===== src/rtl/mem_bus_arbiter.sv =====
// mem_bus_arbiter: lets the CPU and the sprite-blit DMA engine share the single
// memory port. A registered owner FSM (IDLE/CPU/DMA) with a burst cap hands the
// bus over when the other side is waiting. dma_lock lets the DMA keep the bus
// past the cap. Read data has a 1-cycle latency. The data is sent to both
// requesters, and only the rvalid of the side that issued the read is raised.
// Optional feature macro: ARB_STATS_EN adds the per-requester wait counters
// cpu_wait_cnt and dma_wait_cnt.
module mem_bus_arbiter #(
  parameter int WIDTH     = 16,
  parameter int MAX_BURST = 8
) (
  input  logic             clk,
  input  logic             rst_n,
  input  logic             cpu_req,
  input  logic             cpu_we,
  input  logic [WIDTH-1:0] cpu_addr,
  input  logic [WIDTH-1:0] cpu_wdata,
  output logic             cpu_gnt,
  output logic             cpu_rvalid,
  output logic [WIDTH-1:0] cpu_rdata,
  input  logic             dma_req,
  input  logic             dma_we,
  input  logic [WIDTH-1:0] dma_addr,
  input  logic [WIDTH-1:0] dma_wdata,
  input  logic             dma_lock,
  output logic             dma_gnt,
  output logic             dma_rvalid,
  output logic [WIDTH-1:0] dma_rdata,
  output logic [WIDTH-1:0] mem_addr,
  output logic             mem_writeEn,
  output logic             mem_readEn,
  output logic [WIDTH-1:0] mem_writeData,
  input  logic [WIDTH-1:0] mem_readData
`ifdef ARB_STATS_EN
  ,
  output logic [15:0]      cpu_wait_cnt,
  output logic [15:0]      dma_wait_cnt
`endif
);

  localparam int CW = (MAX_BURST > 1) ? $clog2(MAX_BURST) : 1;
  localparam logic [CW-1:0] BURST_LAST = CW'(MAX_BURST - 1);
  localparam logic [CW-1:0] BURST_ONE  = CW'(1);

  typedef enum logic [1:0] {
    ST_IDLE = 2'd0,
    ST_CPU  = 2'd1,
    ST_DMA  = 2'd2
  } owner_e;

  owner_e          owner_q, owner_d;
  logic [CW-1:0]   burst_q, burst_d;
  logic            tag_vld_q;
  logic            tag_dma_q;
  logic            burst_sat_s;
  logic            gnt_any_s;
  logic            sel_we_s;

  assign burst_sat_s = (burst_q == BURST_LAST);

  // Owner mux: route the owner's request onto the memory port and gate the strobes by grant.
  always_comb begin
    mem_addr      = {WIDTH{1'b0}};
    mem_writeData = {WIDTH{1'b0}};
    sel_we_s      = 1'b0;
    gnt_any_s     = 1'b0;
    case (owner_q)
      ST_CPU: begin
        mem_addr      = cpu_addr;
        mem_writeData = cpu_wdata;
        sel_we_s      = cpu_we;
        gnt_any_s     = cpu_req;
      end
      ST_DMA: begin
        mem_addr      = dma_addr;
        mem_writeData = dma_wdata;
        sel_we_s      = dma_we;
        gnt_any_s     = dma_req;
      end
      default: begin
        mem_addr      = {WIDTH{1'b0}};
        mem_writeData = {WIDTH{1'b0}};
        sel_we_s      = 1'b0;
        gnt_any_s     = 1'b0;
      end
    endcase
  end

  assign cpu_gnt     = (owner_q == ST_CPU) & cpu_req;
  assign dma_gnt     = (owner_q == ST_DMA) & dma_req;
  assign mem_writeEn = gnt_any_s & sel_we_s;
  assign mem_readEn  = gnt_any_s & ~sel_we_s;

  // Next owner: CPU wins ties from IDLE, and the burst cap hands over unless the DMA holds the lock.
  always_comb begin
    owner_d = owner_q;
    case (owner_q)
      ST_IDLE: begin
        if (cpu_req)      owner_d = ST_CPU;
        else if (dma_req) owner_d = ST_DMA;
        else              owner_d = ST_IDLE;
      end
      ST_CPU: begin
        if (!cpu_req)                    owner_d = dma_req ? ST_DMA : ST_IDLE;
        else if (dma_req && burst_sat_s) owner_d = ST_DMA;
        else                             owner_d = ST_CPU;
      end
      ST_DMA: begin
        if (!dma_req)                    owner_d = cpu_req ? ST_CPU : ST_IDLE;
        else if (dma_lock)               owner_d = ST_DMA;
        else if (cpu_req && burst_sat_s) owner_d = ST_CPU;
        else                             owner_d = ST_DMA;
      end
      default: owner_d = ST_IDLE;
    endcase
  end

  // Burst count: restarts on every ownership change and saturates at the cap.
  always_comb begin
    burst_d = burst_q;
    if (owner_d != owner_q)            burst_d = {CW{1'b0}};
    else if (gnt_any_s && !burst_sat_s) burst_d = burst_q + BURST_ONE;
    else                               burst_d = burst_q;
  end

  // Owner FSM state, burst counter and read-return tag registers.
  always_ff @(posedge clk or negedge rst_n) begin
    if (!rst_n) begin
      owner_q   <= ST_IDLE;
      burst_q   <= {CW{1'b0}};
      tag_vld_q <= 1'b0;
      tag_dma_q <= 1'b0;
    end else begin
      owner_q   <= owner_d;
      burst_q   <= burst_d;
      tag_vld_q <= mem_readEn;
      tag_dma_q <= (owner_q == ST_DMA);
    end
  end

  assign cpu_rvalid = tag_vld_q & ~tag_dma_q;
  assign dma_rvalid = tag_vld_q &  tag_dma_q;
  assign cpu_rdata  = mem_readData;
  assign dma_rdata  = mem_readData;

`ifdef ARB_STATS_EN
  // Wait statistics: count cycles each side requests without a grant, saturating.
  always_ff @(posedge clk or negedge rst_n) begin
    if (!rst_n) begin
      cpu_wait_cnt <= 16'h0000;
      dma_wait_cnt <= 16'h0000;
    end else begin
      if (cpu_req && !cpu_gnt && (cpu_wait_cnt != 16'hFFFF)) cpu_wait_cnt <= cpu_wait_cnt + 16'h0001;
      else                                                   cpu_wait_cnt <= cpu_wait_cnt;
      if (dma_req && !dma_gnt && (dma_wait_cnt != 16'hFFFF)) dma_wait_cnt <= dma_wait_cnt + 16'h0001;
      else                                                   dma_wait_cnt <= dma_wait_cnt;
    end
  end
`endif

endmodule

===== config.mk =====
export PLATFORM = sky130hd
export DESIGN_NAME = mem_bus_arbiter
export DESIGN_NICKNAME = d
export VERILOG_FILES = /design/src/rtl/mem_bus_arbiter.sv
export SDC_FILE = /design/constraint.sdc
export NUM_CORES = 1
export LEC_CHECK = 0
export ABC_AREA = 1
export CAP_MARGIN = 20
export CORE_MARGIN = 2
export CORE_UTILIZATION = 26
export CTS_CLUSTER_SIZE = 28
export DETAILED_ROUTE_END_ITERATION = 10
export GPL_TIMING_DRIVEN = 1
export PLACE_DENSITY = 0.81
export RECOVER_POWER = 50
export SLEW_MARGIN = 30
export SYNTH_ARGS = -nofsm -noshare
export SYNTH_HDL_FRONTEND = slang
export SYNTH_SLANG_ARGS = --single-unit

===== constraint.sdc =====
create_clock -name clk -period 2.2 [get_ports clk]
set_input_delay 0.55 -clock clk [delete_from_list [all_inputs] [get_ports clk]]
set_output_delay 0.55 -clock clk [all_outputs]
set_load 0.02 [all_outputs]

==> summary.txt <==
Floorplan
  • Full die area: 5360 sq um
  • Num ports: 157
  • Core Rows: 25
  • Core Area: 4660 sq um
  • Starting Density: 0.267
  • Die outline width: 73.2 microns
  • Height of the die: 73.2 microns

Global routing
  • Grt total ovfl: 0
  • Initial antenna violation count: 0
  • Tot GR Track Use: 0.167
  • Number of global-route vias before repair: 1506
  • Largest net degree at the start of global routing: 21
  • Global-route wire length before repair: 7040 microns

STA
  • Final hold violation count: 0
  • Final period util: 0.981
  • Final slew viol count: 0
  • Measured slew at the worst slew-check pin: 0.324 ns
  • Slew headroom: 0.783
  • Fin crit period: 2.16 ns
  • Max Clock Skew: 0.00398 ns
  • Final setup violating endpoints: 0
  • Achievable frequency: 463 MHz

Clock network
  • CTS Sinks: 7
  • Clock latency on the worst-skew pair: 0.24 ns
  • Max clock buf depth: 2
  • Reg clk slew, reported paths: 0.05 ns
  • Inserted Clock Buffers: 3
  • Max H-tree Level: 1
  • CTS root buf: clkbuf_8
  • TritonCTS clock tree: done

Drt
  • First-pass DRT Iterations: 4
  • Routed Antenna Nets: 0
  • Via count: 1638
  • Initial drt markers: 31
  • DRC: 0
  • WL/cell: 13.7 microns
  • Vias per cell: 4.55
  • Final WL: 4920 microns

Job
  • Max Cap Viol: 0

Worst setup path
  • R2R Setup Slk: 0.37 ns
  • Critical setup path kind: register to output pin
  • Most used cell along the critical path: inv_2
  • Worst-path cell chain: inv_2 -> ha_4 -> inv_2 -> bufbuf_16 -> a21oi_2 -> buf_4
  • Slowest stage cell, crit path: dfrtp_1
  • Worst r2r path cells: 14
  • Crit-path max FO: 16
  • Crit path DAT: 1.61 ns
  • Crit end category: output pin
  • Worst R2R End: burst_q[2]
  • Reg2Reg Launch Point: owner_q[1]
  • Delay of the slowest cell on the worst path: 0.36 ns
  • Worst Path Required: 1.65 ns
  • Critical Path Start Type: register

Synth
  • Synthesized flop and latch total: 7
  • Syn. warnings: 0
  • Cells after Synth: 215
  • Synthesized cell area: 1250 sq um
  • Synth Area per Inst: 5.80 sq um
  • Netlist cell types: 19
  • Post-synthesis sequential area ratio: 0.141
  • Syn_nets: 308

Power and ir drop
  • Pleak: 1.07 nW
  • Max VDD drop: 0.471 mV
  • Power Dens Cells: 1070 nW/um^2
  • Total Power: 0.00250 W

Place
  • Final HPWL DP: 3610 microns
  • Gpl congestion: 0.773
  • DP Cell Count: 354
  • Port bufs: 108

Finish
  • Reg area: 175 sq um
  • Nets@finish: 400
  • Highest-count cells in the layout ignoring fill and taps: 77 x nand2_1, 71 x clkdlybuf4s50_1, 30 x buf_4
  • Layout cells sized above 1: 0.304
  • Area of the multi-input gates: 778 sq um
  • Most common cell after layout, fill and taps aside: nand2_1
  • # fillers: 475
  • Antenna Cells: 0
  • Area delta synth->final: 87.0%
  • Finished Layout Cells: 360
  • Final core occ: 0.500

Min path
  • Worst Hold End: burst_q[0]
  • HP Start: burst_q[0]
  • HP Class: register to register
  • Hold depth: 2

Status
  • Status: complete, no violations
critical path, delay by kind of cell, from the launching register on:
| family | cells | cell delay [ns] |
|---|---|---|
| DFF | 1 | 0.36 |
| adders and majority gates | 1 | 0.28 |
| AOI/OAI and AO/OA | 1 | 0.15 |
| buffers and inverters | 4 | 0.59 |
power breakdown:
group	switching [W]	total [W]	internal [W]	leakage (nW)
logic	0.00117	0.00212	0.000957	0.948
clock network	0.0000670	0.000191	0.000123	0.0255
registers	0.0000241	0.000188	0.000164	0.0944
synth_stat cells (all sizes together):
master  instances  area share
o21ai           2      0.0080
a21boi          1      0.0090
dfrtp           7        0.14
a21oi          32        0.13
nand2          83        0.26
ha              6       0.060
xor2            1      0.0070
nor2            8       0.024
nand3           7       0.040
o21bai          1      0.0060
clkbuf          3      0.0090
buf            40        0.23
o22ai           1      0.0050
inv            23       0.069
cell type report:
class,instances,area share
well taps,54,0.0290
flip-flops and latches,7,0.0751
repair buffers,130,0.505
clock inverters,1,0.00215
inverters,23,0.0370
clock buffers,3,0.0177
multi-input cells,142,0.334
repair_timing:
action | 4_1_cts | 5_1_grt
gates resized for setup | 128 | 51
gates cloned | 1 | 0
hold buffers | 0 | 0
setup endpoints to repair | 36 | 34
setup buffers | 1 | 0
stage by stage:
step                instance area [sq um]  hold slack [ns]  setup TNS (ns)  setup WS (ns)
finish                               2330            0.576               0         0.0417
CTS                                  2300            0.583               0       0.000958
global route                         2330            0.628         -0.0189       -0.00405
floorplan                            1250            0.254               0          0.261
detailed placement                   2270            0.569           -8.33         -0.402
global placement                     2270            0.540           -7.76         -0.422
worst max path at each step:
| stage | start | end | slack (ns) | cells after the start |
|---|---|---|---|---|
| finish | owner_q[1] | mem_addr[6] | 0.04 | 6 |
| global route | owner_q[1] | mem_addr[12] | -0.004 | 6 |
| CTS | owner_q[1] | mem_writeData[3] | 0.001 | 6 |
| detailed placement | dma_we | mem_writeEn | -0.40 | 6 |
| global placement | dma_we | mem_writeEn | -0.42 | 6 |
| floorplan | owner_q[0] | mem_addr[0] | 0.26 | 5 |
sequential cells by signal, summed over array words and instances (netlist names):
name	flops
tag_dma_q	1
burst_q	3
owner_q	2
tag_vld_q	1
routing by layer:
layer / track usage / share of wire
met4: 0.0494 / 0.016
met1: 0.199 / 0.40
met3: 0.0290 / 0.086
met2: 0.303 / 0.50
met5: 0 / 0
logic make-up after synthesis:
| family | count (synthesis) | share of synthesized area |
|---|---|---|
| compound gates | 37 | 0.157 |
| buf+inv | 66 | 0.313 |
| flops | 7 | 0.141 |
| fa+ha+maj | 6 | 0.0602 |
| simple gates | 98 | 0.322 |
| xor+xnor | 1 | 0.00703 |
No activity file was read; power rests on OpenSTA's default activity.
